**config.mk**
```make
export PLATFORM = sky130hd
export DESIGN_NAME = alu_issue_ctrl
export DESIGN_NICKNAME = d
export VERILOG_FILES = /design/src/rtl/alu_issue_ctrl.sv
export SDC_FILE = /design/constraint.sdc
export NUM_CORES = 1
export LEC_CHECK = 0
export ABC_AREA = 0
export BUFFER_PORTS_ARGS = -buffer_cell sky130_fd_sc_hd__buf_4
export CORE_UTILIZATION = 48
export CTS_BUF_LIST = sky130_fd_sc_hd__clkbuf_16
export DETAILED_ROUTE_END_ITERATION = 8
export GPL_TIMING_DRIVEN = 0
export PLACE_DENSITY = 0.94
export SETUP_SLACK_MARGIN = 0.05
export SLEW_MARGIN = 20
export SYNTH_ARGS = -nofsm -noshare
export SYNTH_HDL_FRONTEND = slang
export SYNTH_SLANG_ARGS = --single-unit
```
**constraint.sdc**
```tcl
create_clock -name clk -period 5.7 [get_ports clk]
set_clock_uncertainty 0.1 [all_clocks]
set_input_delay 1.14 -clock clk [delete_from_list [all_inputs] [get_ports clk]]
set_output_delay 1.14 -clock clk [all_outputs]
set_load 0.01 [all_outputs]
```
**src/rtl/alu_issue_ctrl.sv**
```systemverilog
// ---------------------------------------------------------------------------
// alu_issue_ctrl
//
// Driving end of the ALU interface in the multicycle datapath. Accepts an op
// request over a valid/ready handshake, decodes aluOp/funct into the 4-bit
// ALU control code, drives the combinational ALU for one ISSUE cycle, then
// captures the result and zero flag (and resolves beq/bne) and holds them on
// a valid/ready response channel until consumed.
//
// Ports:
//   clk, reset               clock; asynchronous active-high reset
//   reqValid/reqReady        request handshake
//   reqAluOp, reqFunct       op select (00 add, 01 sub, 10 R-type, 11 or)
//   reqBranch, reqBne        conditional branch flag and beq/bne select
//   reqA, reqB               operands
//   aluCtr, aluIn1, aluIn2   to the ALU (meaningful only during ISSUE)
//   aluRes, aluZero          from the ALU
//   resValid/resReady        response handshake
//   resData, resZero         captured ALU result and zero flag
//   branchTaken              branch outcome captured with the result
//   illegalOp                unsupported op trap flag
//
// Optional feature: define ALU_ILLEGAL_TRAP_EN to trap unsupported R-type
// funct codes (and R-type ops flagged as branches). Trapped ops skip ISSUE
// and respond with zero data and illegalOp=1. Without the macro illegalOp is
// tied low and unsupported functs issue control code 1111 to the ALU.
// ---------------------------------------------------------------------------
module alu_issue_ctrl #(
    parameter int WIDTH = 32
) (
    input  logic             clk,
    input  logic             reset,
    input  logic             reqValid,
    output logic             reqReady,
    input  logic [1:0]       reqAluOp,
    input  logic [5:0]       reqFunct,
    input  logic             reqBranch,
    input  logic             reqBne,
    input  logic [WIDTH-1:0] reqA,
    input  logic [WIDTH-1:0] reqB,
    output logic [3:0]       aluCtr,
    output logic [WIDTH-1:0] aluIn1,
    output logic [WIDTH-1:0] aluIn2,
    input  logic [WIDTH-1:0] aluRes,
    input  logic             aluZero,
    output logic             resValid,
    input  logic             resReady,
    output logic [WIDTH-1:0] resData,
    output logic             resZero,
    output logic             branchTaken,
    output logic             illegalOp
);

    typedef enum logic [1:0] {
        IDLE  = 2'b00,
        ISSUE = 2'b01,
        RESP  = 2'b10
    } state_t;

    state_t           state_q, state_d;
    logic [3:0]       ctr_q, ctr_d;
    logic [WIDTH-1:0] a_q, a_d;
    logic [WIDTH-1:0] b_q, b_d;
    logic             branch_q, branch_d;
    logic             bne_q, bne_d;
    logic [WIDTH-1:0] res_data_q, res_data_d;
    logic             res_zero_q, res_zero_d;
    logic             taken_q, taken_d;
    logic [3:0]       dec_ctr;
    logic             accept;

    // A response being consumed frees the slot in the same edge, which is
    // what allows back-to-back issue from RESP.
    assign reqReady = (state_q == IDLE) || ((state_q == RESP) && resReady);
    assign accept   = reqValid && reqReady;

    // 1111 is reserved for unsupported functs; the ALU returns 0 for it.
    always_comb begin
        dec_ctr = 4'b1111;
        case (reqAluOp)
            2'b00: dec_ctr = 4'b0010;
            2'b01: dec_ctr = 4'b0110;
            2'b11: dec_ctr = 4'b0001;
            default: begin
                case (reqFunct)
                    6'b100000: dec_ctr = 4'b0010;
                    6'b100010: dec_ctr = 4'b0110;
                    6'b100100: dec_ctr = 4'b0000;
                    6'b100101: dec_ctr = 4'b0001;
                    6'b101010: dec_ctr = 4'b0111;
                    6'b100111: dec_ctr = 4'b1100;
                    default:   dec_ctr = 4'b1111;
                endcase
            end
        endcase
    end

`ifdef ALU_ILLEGAL_TRAP_EN
    logic illegal_q, illegal_d;
    logic dec_illegal;

    assign dec_illegal = (reqAluOp == 2'b10) && ((dec_ctr == 4'b1111) || reqBranch);
    assign illegalOp   = illegal_q;
`else
    assign illegalOp   = 1'b0;
`endif

    // Next-state logic. An accept is applied last so that a back-to-back
    // request arriving while RESP drains overrides the return to IDLE.
    always_comb begin
        state_d    = state_q;
        ctr_d      = ctr_q;
        a_d        = a_q;
        b_d        = b_q;
        branch_d   = branch_q;
        bne_d      = bne_q;
        res_data_d = res_data_q;
        res_zero_d = res_zero_q;
        taken_d    = taken_q;
`ifdef ALU_ILLEGAL_TRAP_EN
        illegal_d  = illegal_q;
`endif

        case (state_q)
            ISSUE: begin
                res_data_d = aluRes;
                res_zero_d = aluZero;
                taken_d    = branch_q && (bne_q ? !aluZero : aluZero);
                state_d    = RESP;
            end
            RESP: begin
                if (resReady) begin
                    state_d = IDLE;
`ifdef ALU_ILLEGAL_TRAP_EN
                    illegal_d = 1'b0;
`endif
                end
            end
            IDLE: ;
            default: state_d = IDLE;
        endcase

        if (accept) begin
`ifdef ALU_ILLEGAL_TRAP_EN
            if (dec_illegal) begin
                // Trapped ops never reach the ALU, so its inputs keep their
                // previously issued values.
                res_data_d = '0;
                res_zero_d = 1'b0;
                taken_d    = 1'b0;
                illegal_d  = 1'b1;
                state_d    = RESP;
            end else begin
`else
            begin
`endif
                ctr_d    = dec_ctr;
                a_d      = reqA;
                b_d      = reqB;
                branch_d = reqBranch;
                bne_d    = reqBne;
                state_d  = ISSUE;
            end
        end
    end

    always_ff @(posedge clk or posedge reset) begin
        if (reset) begin
            state_q    <= IDLE;
            ctr_q      <= '0;
            a_q        <= '0;
            b_q        <= '0;
            branch_q   <= 1'b0;
            bne_q      <= 1'b0;
            res_data_q <= '0;
            res_zero_q <= 1'b0;
            taken_q    <= 1'b0;
        end else begin
            state_q    <= state_d;
            ctr_q      <= ctr_d;
            a_q        <= a_d;
            b_q        <= b_d;
            branch_q   <= branch_d;
            bne_q      <= bne_d;
            res_data_q <= res_data_d;
            res_zero_q <= res_zero_d;
            taken_q    <= taken_d;
        end
    end

`ifdef ALU_ILLEGAL_TRAP_EN
    always_ff @(posedge clk or posedge reset) begin
        if (reset) begin
            illegal_q <= 1'b0;
        end else begin
            illegal_q <= illegal_d;
        end
    end
`endif

    assign aluCtr      = ctr_q;
    assign aluIn1      = a_q;
    assign aluIn2      = b_q;
    assign resValid    = (state_q == RESP);
    assign resData     = res_data_q;
    assign resZero     = res_zero_q;
    assign branchTaken = taken_q;

endmodule

```
Yosys cells after proc, flatten, opt, wreduce, memory -nomap -nowiden. Cells that the tools add are included.

Output and inout port bits: 105. Register bits: 106.

Reduce and logical (&&, ||, !) cells: 8. Equal/unequal tests: 12. Multiplexer cells: 6.

Operator list (count): 6-bit equality test, second input constant (6); 4-bit one-hot mux with 6 select lines (1); 4-bit one-hot mux with 3 select lines (1); 2-bit one-hot mux with 3 select lines (1); 2-bit by 1-bit equality test with 1-bit output, second input constant (2); 2-bit equality test, second input constant (2); 2-bit zero test (2); 2-bit two-way mux (2); 1-bit logical AND (3); 3-bit by 1-bit != test with 1-bit output, second input constant (1); 2-bit != test, second input constant (1); 2-bit AND reduction (1); 1-bit zero test (1); 1-bit logical OR (1); 1-bit two-way mux (1).

Logic depth before layout (Yosys ltp). Gate-level depths: netlist (run 1).

Word-level depth: 6. Depth in mapped cells: 5. Depth with buffers taken out: 4.

Worst setup path before layout (run 1). No wires, ideal clock.

Path type: input-to-output. Start point: input resReady. End point: output reqReady. Cell stages on the path: 2. Buffers on the path: 0. Required time: 4.460 ns. Arrival: 1.401 ns. Path slack: 3.059 ns. Cells stage by stage: inv_2 a21oi_1.

Cells in the longest elaborated chain, start to end: 2.

RTL lines: start, declared (line 47) `input logic resReady,`; 1-bit logical AND (line 74) `assign reqReady = (state_q == IDLE) || ((state_q == RESP) && resReady);`; 1-bit logical OR (line 74); end, declared (line 34) `output logic reqReady,`.

Every way passes these cells.

Worst setup path after layout (run 1). Ends and elaborated chain as after synthesis.

==> results of run 1 <==
==> worst max-delay path: cells and delay by family <==
| family | cells | cell delay [ns] |
|---|---|---|
| AO/OA/AOI/OAI | 1 | 0.07 |
| buffers and inverters | 3 | 0.34 |
==> path summary, 6_finish.rpt <==
check / from / to / slack [ns] / cells after the start
min in group asynchronous: reset / aluIn2[21] / 0.74 / 2
hold reg to reg: branchTaken / branchTaken / 0.39 / 2
hold / removal: branchTaken / branchTaken / 0.39 / 2
max in group asynchronous: reset / aluIn1[29] / 4.13 / 3
setup / recovery: resReady / reqReady / 2.90 / 4
setup reg to reg: state_q[1] / aluIn1[30] / 3.85 / 3
==> layer usage <==
metal  track usage  share of wire  wire (µm)
met1         0.223           0.36       3480
met2         0.395           0.54       5200
met4        0.0859          0.022        211
met5             0              0          0
met3        0.0556          0.073        702
==> cell type report <==
class                   instances  area [µm²]
multi-input cells             129        1320
clock buffers                   9         225
plain buffers                  12         106
well taps                     105         131
fillers                       544        2110
clock inverters                 7        46.3
inverters                       7        31.3
repair buffers                215        1630
flip-flops and latches        106        2650
==> state kept, by name, indices dropped and copies added, names as in the netlist <==
register     flops
aluCtr           4
aluIn1          32
aluIn2          32
bne_q            1
branchTaken      1
branch_q         1
resData         32
resZero          1
state_q          2
==> stage by stage <==
step | util | instance area [µm²] | power [W] | worst slack [ns] | hold WS [ns]
finish | 0.745 | 6150 | 0.00255 | 2.90 | 0.392
floorplan | - | 4110 | 0.00151 | 1.67 | 0.380
global route | 0.745 | 6150 | 0.00269 | 2.86 | 0.424
CTS | 0.745 | 6150 | 0.00258 | 2.90 | 0.399
global placement | 0.708 | 5850 | 0.00196 | 0.676 | 0.366
detailed placement | 0.712 | 5880 | 0.00201 | 2.90 | 0.384
==> where the power goes <==
| part | internal [W] | leakage [nW] | switching [W] | total [W] |
|---|---|---|---|---|
| sequential | 0.000981 | 1.24 | 0.000127 | 0.00111 |
| combinational | 0.000532 | 1.59 | 0.000349 | 0.000880 |
| clock | 0.000296 | 0.135 | 0.000266 | 0.000561 |
| total | 0.00181 | 2.97 | 0.000742 | 0.00255 |
==> layout by cell type (no fill, tap or decap) <==
master                       Yosys  routed
sky130_fd_sc_hd__clkinvlp_4      0       1
sky130_fd_sc_hd__and4b_1         1       1
sky130_fd_sc_hd__buf_16          0       1
sky130_fd_sc_hd__xor2_1          1       1
sky130_fd_sc_hd__buf_2           4       4
sky130_fd_sc_hd__nand2_2         1       1
sky130_fd_sc_hd__a41oi_1         1       1
sky130_fd_sc_hd__inv_6           0       2
sky130_fd_sc_hd__clkbuf_16       0       9
sky130_fd_sc_hd__nand2_1         2       2
sky130_fd_sc_hd__a21bo_2         1       1
sky130_fd_sc_hd__inv_2           1       1
sky130_fd_sc_hd__clkinv_1        0       1
sky130_fd_sc_hd__nor3_1          1       1
sky130_fd_sc_hd__mux2i_1         1       1
sky130_fd_sc_hd__a21oi_1         4       4
sky130_fd_sc_hd__nand2b_1        4       4
sky130_fd_sc_hd__buf_6           7       7
sky130_fd_sc_hd__a211oi_4        1       1
sky130_fd_sc_hd__inv_1           6       6
sky130_fd_sc_hd__buf_4           1     215
sky130_fd_sc_hd__o22a_1          1       1
sky130_fd_sc_hd__clkinv_2        0       1
sky130_fd_sc_hd__conb_1          1       1
sky130_fd_sc_hd__o21ai_0         1       1
sky130_fd_sc_hd__mux2_2        100     100
sky130_fd_sc_hd__dfrtp_1       106     106
sky130_fd_sc_hd__clkinv_4        0       2
sky130_fd_sc_hd__nor2_1          2       2
sky130_fd_sc_hd__nor4b_1         1       1
sky130_fd_sc_hd__nor2b_1         2       2
sky130_fd_sc_hd__o22ai_1         1       1
sky130_fd_sc_hd__a31oi_1         2       2
==> synth_stat cells <==
library cell and number:
sky130_fd_sc_hd__a211oi_4 1, sky130_fd_sc_hd__a21bo_2 1, sky130_fd_sc_hd__a21oi_1 4, sky130_fd_sc_hd__a31oi_1 2, sky130_fd_sc_hd__a41oi_1 1, sky130_fd_sc_hd__and4b_1 1
sky130_fd_sc_hd__buf_2 4, sky130_fd_sc_hd__buf_4 1, sky130_fd_sc_hd__buf_6 7, sky130_fd_sc_hd__conb_1 1, sky130_fd_sc_hd__dfrtp_1 106, sky130_fd_sc_hd__inv_1 6
sky130_fd_sc_hd__inv_2 1, sky130_fd_sc_hd__mux2_2 100, sky130_fd_sc_hd__mux2i_1 1, sky130_fd_sc_hd__nand2_1 2, sky130_fd_sc_hd__nand2_2 1, sky130_fd_sc_hd__nand2b_1 4
sky130_fd_sc_hd__nor2_1 2, sky130_fd_sc_hd__nor2b_1 2, sky130_fd_sc_hd__nor3_1 1, sky130_fd_sc_hd__nor4b_1 1, sky130_fd_sc_hd__o21ai_0 1, sky130_fd_sc_hd__o22a_1 1
sky130_fd_sc_hd__o22ai_1 1, sky130_fd_sc_hd__xor2_1 1
==> kinds of logic (layout without fill, tap and decap cells) <==
logic type,count (synthesis),count (layout),synth area share
mux,101,101,0.277
buf+inv,19,250,0.0323
other cells,1,1,0.000913
flops,106,106,0.646
compound gates,12,12,0.0222
simple gates,14,14,0.0201
xor+xnor,1,1,0.00213
==> impl_metrics.csv, run 1 <==
group,metric,value,unit
run_status,outcome,"finished clean",
synthesis,post_synthesis_area_per_instance,16.2,µm²
worst_setup_path,slowest_delay,0.15,ns
worst_setup_path,cp.required,4.46,ns
grt,via_count_of_the_first_global_routing_pass,3049,
timing,timing.final.setup_violations,0,
worst_setup_path,worst_path_max_delay_cell,"sky130_fd_sc_hd__buf_4",
worst_setup_path,crit_path_start_kind,"primary input",
power,power-per-cell-area,415,nW/µm²
drt,firstDrtPassIters,3,
die,fp.dieW,94.5,µm
clock_tree,cts_num_sinks,106,
worst_hold_path,min_path_type,"reg2reg",
synthesis,syn_nets,365,
cells_and_area,antenna_diodes,0,
timing,final_period_minus_worst_setup_slack,2.80,ns
synthesis,yosys_warnings,0,
die,core-area,8260,µm²
cells_and_area,num-nets-final,591,
synthesis,mappedNetlistArea,4110,µm²
synthesis,synth_seq_area_share,0.646,
drt,route.vias.total,2920,
grt,grt_first_pass_wirelength,14300,µm
clock_tree,cts_made_buffers,9,
clock_tree,clk-insertion-delay-late,0.33,ns
drt,avgRoutedWirePerCell,16.3,µm
clock_tree,cts-hold-fix-buffers,0,
placement,routabilityCongestion,0.733,
synthesis,post_synth_inst_count,254,
power,cellLeakagePower,2.97,nW
clock_tree,max-clock-path-buffers,2,
timing,least_margin_pin_slew,0.677,ns
die,fp.dieArea,8930,µm²
timing,final-hold-violation-count,0,
drt,detail_route.wirelength,9590,µm
synthesis,post_synth_num_cell_types,26,
power,ir_drop,0.000225,V
die,ioPinCount,216,
drt,ant_nets,0,
timing,maxClockFrequency,358,MHz
grt,grt.overflow.total,0,
cells_and_area,post_route_cells_drive_above_1_share,0.713,
drt,avgViaCountPerCell,4.95,
clock_tree,post_cts_resize_count,0,
die,initial_utilization,0.497,
worst_setup_path,timing.setup.critical_path_class,"in2out",
drt,post-route-drc-count,0,
worst_setup_path,endpoint_class_of_the_critical_path,"primary output",
die,die_height,94.5,µm
grt,grt_start_max_net_pins,55,
grt,grt_antenna_before_repair,0,
timing,rsz0062_at_grt,"false",
cells_and_area,final_cell_count_no_fill,590,
synthesis,synth.ff_latch_count,106,
clock_tree,htreeDepth,3,
synthesis,synth_largest_area_cell,"sky130_fd_sc_hd__dfrtp_1",
drt,detailedRoute.firstIterationViolations,44,
worst_setup_path,worstPathMaxFanout,3,
placement,buffer_ports.inserted,214,
clock_tree,path_clk_slew,0.06,ns
cells_and_area,area_delta_synth_final,49.7,%
worst_setup_path,critical_path.cell_chain,"buf_4 -> inv_2 -> a21oi_1 -> buf_4",
timing,worst_slew_margin_rel,0.548,
timing,post-route-period-util,0.491,
job,max_capacitance_violation_count,0,
worst_setup_path,critPathArrivalTime,1.56,ns
timing,totalNegativeSetupSlack,0,ns
grt,globalRouteTotalUtil,0.211,
clock_tree,cts_root_buffer,"sky130_fd_sc_hd__clkbuf_16",
synthesis,netlist_top_cells_area,"sky130_fd_sc_hd__dfrtp_1 65%, sky130_fd_sc_hd__mux2_2 27%, sky130_fd_sc_hd__buf_6 1.9%, sky130_fd_sc_hd__nand2b_1 0.61%, sky130_fd_sc_hd__inv_1 0.55%",
synthesis,synth_top_cell_area_share,0.646,
clock_tree,tritoncts,"built",
worst_setup_path,most_used_cell_cp,"sky130_fd_sc_hd__buf_4",
clock_tree,post_cts_buffers,0,
timing,timing_max_transition_violations_final,0,
placement,place_inst,574,
placement,hpwl,7520,µm
die,row_count,33,
Note: power is estimated with default switching activity, not from simulation.
==> run 2, diff against run 1 <==
Settings changed: ABC_AREA 0 to 1, CORE_UTILIZATION 48 to 45, PLACE_DENSITY 0.94 to 0.9.
Clock period 5.7 ns to 2.9 ns, I/O delays scaled along.
==> run 2 against run 1 <==
Against the previous run:
- the run now ends with DRC left
- setup slack worse by 1.8 ns
- cell count grew 28%
- hold slack lost 0.21 ns
- critical path depth is the same
- via count is 23% higher
- total power rose by 93%
- design area rose by 1.4%
- global-route usage rose by 1.9 points
==> impl_metrics.csv, run 2 <==
group,metric,value,unit
grt,grt_start_max_net_pins,35,
clock_tree,post_cts_buffers,0,
cells_and_area,post_route_cells_drive_above_1_share,0.447,
timing,rsz0062_at_grt,"false",
worst_setup_path,worstPathMaxFanout,4,
power,sequentialPowerShare,0.435,
grt,grt.overflow.total,0,
synthesis,yosys-top-cells-count,"216 x sky130_fd_sc_hd__nand2_1, 106 x sky130_fd_sc_hd__dfrtp_1, 33 x sky130_fd_sc_hd__mux2_2",
drt,avgViaCountPerCell,4.77,
worst_setup_path,cp.required,2.22,ns
synthesis,synth_largest_area_cell,"sky130_fd_sc_hd__dfrtp_1",
power,power-per-cell-area,790,nW/µm²
clock_tree,htreeDepth,3,
synthesis,syn_nets,523,
drt,avgRoutedWirePerCell,14.3,µm
synthesis,yosys_warnings,0,
clock_tree,cts-hold-fix-buffers,0,
cells_and_area,antenna_diodes,0,
die,die_height,98.0,µm
drt,route.vias.total,3595,
cells_and_area,area_delta_synth_final,50.5,%
power,ir_drop,0.000353,V
run_status,failing_checks,"DRC",
die,fp.dieArea,9590,µm²
timing,final-hold-violation-count,0,
grt,grt_first_pass_wirelength,17600,µm
synthesis,synth_top_cell_area_share,0.640,
timing,timing.final.setup_violations,0,
cells_and_area,final_common_cell,"sky130_fd_sc_hd__buf_4",
synthesis,async_flop_share,1.00,
cells_and_area,fillCellCount,648,
power,p_int,0.00339,W
synthesis,post_synthesis_area_per_instance,10.1,µm²
drt,detail_route.wirelength,10700,µm
worst_setup_path,endpoint_class_of_the_critical_path,"primary output",
cells_and_area,mostFrequentLayoutCells,"218 x sky130_fd_sc_hd__buf_4, 216 x sky130_fd_sc_hd__nand2_1, 106 x sky130_fd_sc_hd__dfrtp_1",
drt,post-route-drc-count,16,
die,core-area,8810,µm²
synthesis,synth.ff_latch_count,106,
timing,maxClockFrequency,564,MHz
clock_tree,path_clk_slew,0.07,ns
worst_setup_path,critPathArrivalTime,1.09,ns
timing,totalNegativeSetupSlack,0,ns
worst_setup_path,crit_path_start_kind,"flop",
placement,hpwl,8360,µm
worst_setup_path,critical_path.cell_chain,"inv_1 -> nand2_1 -> inv_2 -> buf_4",
clock_tree,max-clock-path-buffers,2,
worst_hold_path,min_path_type,"in2async",
die,ioPinCount,216,
timing,final_period_minus_worst_setup_slack,1.77,ns
grt,via_count_of_the_first_global_routing_pass,3778,
power,comb_power_share,0.335,
clock_tree,cts_num_sinks,106,
cells_and_area,num-nets-final,751,
worst_setup_path,timing.setup.critical_path_class,"reg2out",
synthesis,synth_seq_area_share,0.640,
synthesis,netlist_top_cells_area,"sky130_fd_sc_hd__dfrtp_1 64%, sky130_fd_sc_hd__nand2_1 20%, sky130_fd_sc_hd__mux2_2 9.0%, sky130_fd_sc_hd__buf_2 1.3%, sky130_fd_sc_hd__inv_1 1.1%",
timing,timing_max_transition_violations_final,0,
worst_setup_path,slowest_delay,0.42,ns
run_status,outcome,"finished with violations",
drt,ant_nets,0,
drt,detailedRoute.firstIterationViolations,132,
power,power_frac_clock,0.229,
grt,globalRouteTotalUtil,0.230,
synthesis,post_synth_num_cell_types,21,
clock_tree,post_cts_resize_count,0,
power,cellLeakagePower,3.43,nW
clock_tree,tritoncts,"built",
die,row_count,34,
synthesis,number_of_enable_flip_flop_cells_after_synthesis,0,
worst_setup_path,worst_path_max_delay_cell,"sky130_fd_sc_hd__dfrtp_1",
job,max_capacitance_violation_count,0,
timing,post-route-period-util,0.611,
clock_tree,cts_root_buffer,"sky130_fd_sc_hd__clkbuf_16",
clock_tree,cts_made_buffers,9,
placement,routabilityCongestion,0.785,
synthesis,cell_with_the_most_instances_after_synthesis,"sky130_fd_sc_hd__nand2_1",
die,initial_utilization,0.470,
grt,grt_antenna_before_repair,0,
synthesis,mappedNetlistArea,4140,µm²
synthesis,synth-main-ff-cell,"sky130_fd_sc_hd__dfrtp_1",
clock_tree,clk-insertion-delay-late,0.32,ns
drt,firstDrtPassIters,7,
die,fp.dieW,98.0,µm
power,switching_share,0.311,
power,p_switching,0.00153,W
placement,buffer_ports.inserted,214,
cells_and_area,finalCoreUtilization,0.708,
synthesis,post_synth_inst_count,412,
run 2: cell count changes after synthesis, moves of 2 or more:
cell	before	now
sky130_fd_sc_hd__nand2_1	2	216
sky130_fd_sc_hd__mux2_2	100	33
sky130_fd_sc_hd__buf_2	4	11
sky130_fd_sc_hd__inv_1	6	12
sky130_fd_sc_hd__nor2_1	2	7
sky130_fd_sc_hd__buf_6	7	3
sky130_fd_sc_hd__nand2b_1	4	0
sky130_fd_sc_hd__buf_4	1	4
sky130_fd_sc_hd__nand3_1	0	3
sky130_fd_sc_hd__a31oi_1	2	0
sky130_fd_sc_hd__nor2b_1	2	0
run 2: final timing paths:
kind,from,endpoint,slack (ns),cells past startpoint
max,state_q[0],reqReady,1.13,4
min,reset,resData[13],0.18,2
max reg2reg,state_q[0],aluIn2[25],1.42,9
min reg2reg,state_q[1],state_q[1],0.38,1
max in group asynchronous,reset,aluIn1[8],1.83,4
min in group clk,reqA[0],aluIn1[0],0.34,3
run 2: logic make-up after synthesis:
kind of cell	synth area share
other cells	0.000905
compound gates	0.0103
mux	0.0897
xor+xnor	0.00211
simple gates	0.215
flops	0.640
buf+inv	0.0414
run 2: metrics by stage:
stage,worst slack [ns],power [W],std cells,hold slack (ns),area [µm²]
2_1_floorplan,0.946,0.00286,412,0.342,4150
3_3_place_gp,0.347,0.00373,734,0.355,5890
3_5_place_dp,1.12,0.00384,737,0.359,5960
4_1_cts,1.11,0.00498,753,0.183,6230
5_1_grt,1.05,0.00520,753,0.198,6230
6_report,1.13,0.00492,753,0.184,6230
run 2: metal layers:
layer  track usage  vias up  part of all wire
met5             0        -                 0
met4        0.0828        0             0.020
met3        0.0623       20             0.078
met2         0.413      157              0.52
met1         0.262     1689              0.38
li1              -     1729                 -
run 2: power by group through the flow:
stage | combinational (W) | clock (W) | sequential [W]
after CTS | 0.00167 | 0.00116 | 0.00214
final | 0.00165 | 0.00113 | 0.00214
after global routing | 0.00179 | 0.00122 | 0.00219
after global placement | 0.00160 | 0 | 0.00214
after floorplan | 0.000524 | 0 | 0.00233
after detailed placement | 0.00167 | 0 | 0.00217
run 2: final cells by class:
cell class                      count  area [µm²]  area share
Buffer                             18         119      0.0191
Clock buffer                        9         225      0.0361
Clock inverter                      7        52.6     0.00843
Inverter                           14        56.3     0.00903
Multi-Input combinational cell    274        1320       0.212
Sequential cell                   106        2650       0.426
Tap cell                          108         135      0.0217
Timing Repair Buffer              217        1670       0.269
run 2: worst max-delay path: cells and delay by family, from the launching register on:
kind                   cells  cell delay (ns)
AND/OR/NAND/NOR            1             0.06
flip-flops                 1             0.42
buffers and inverters      3             0.30
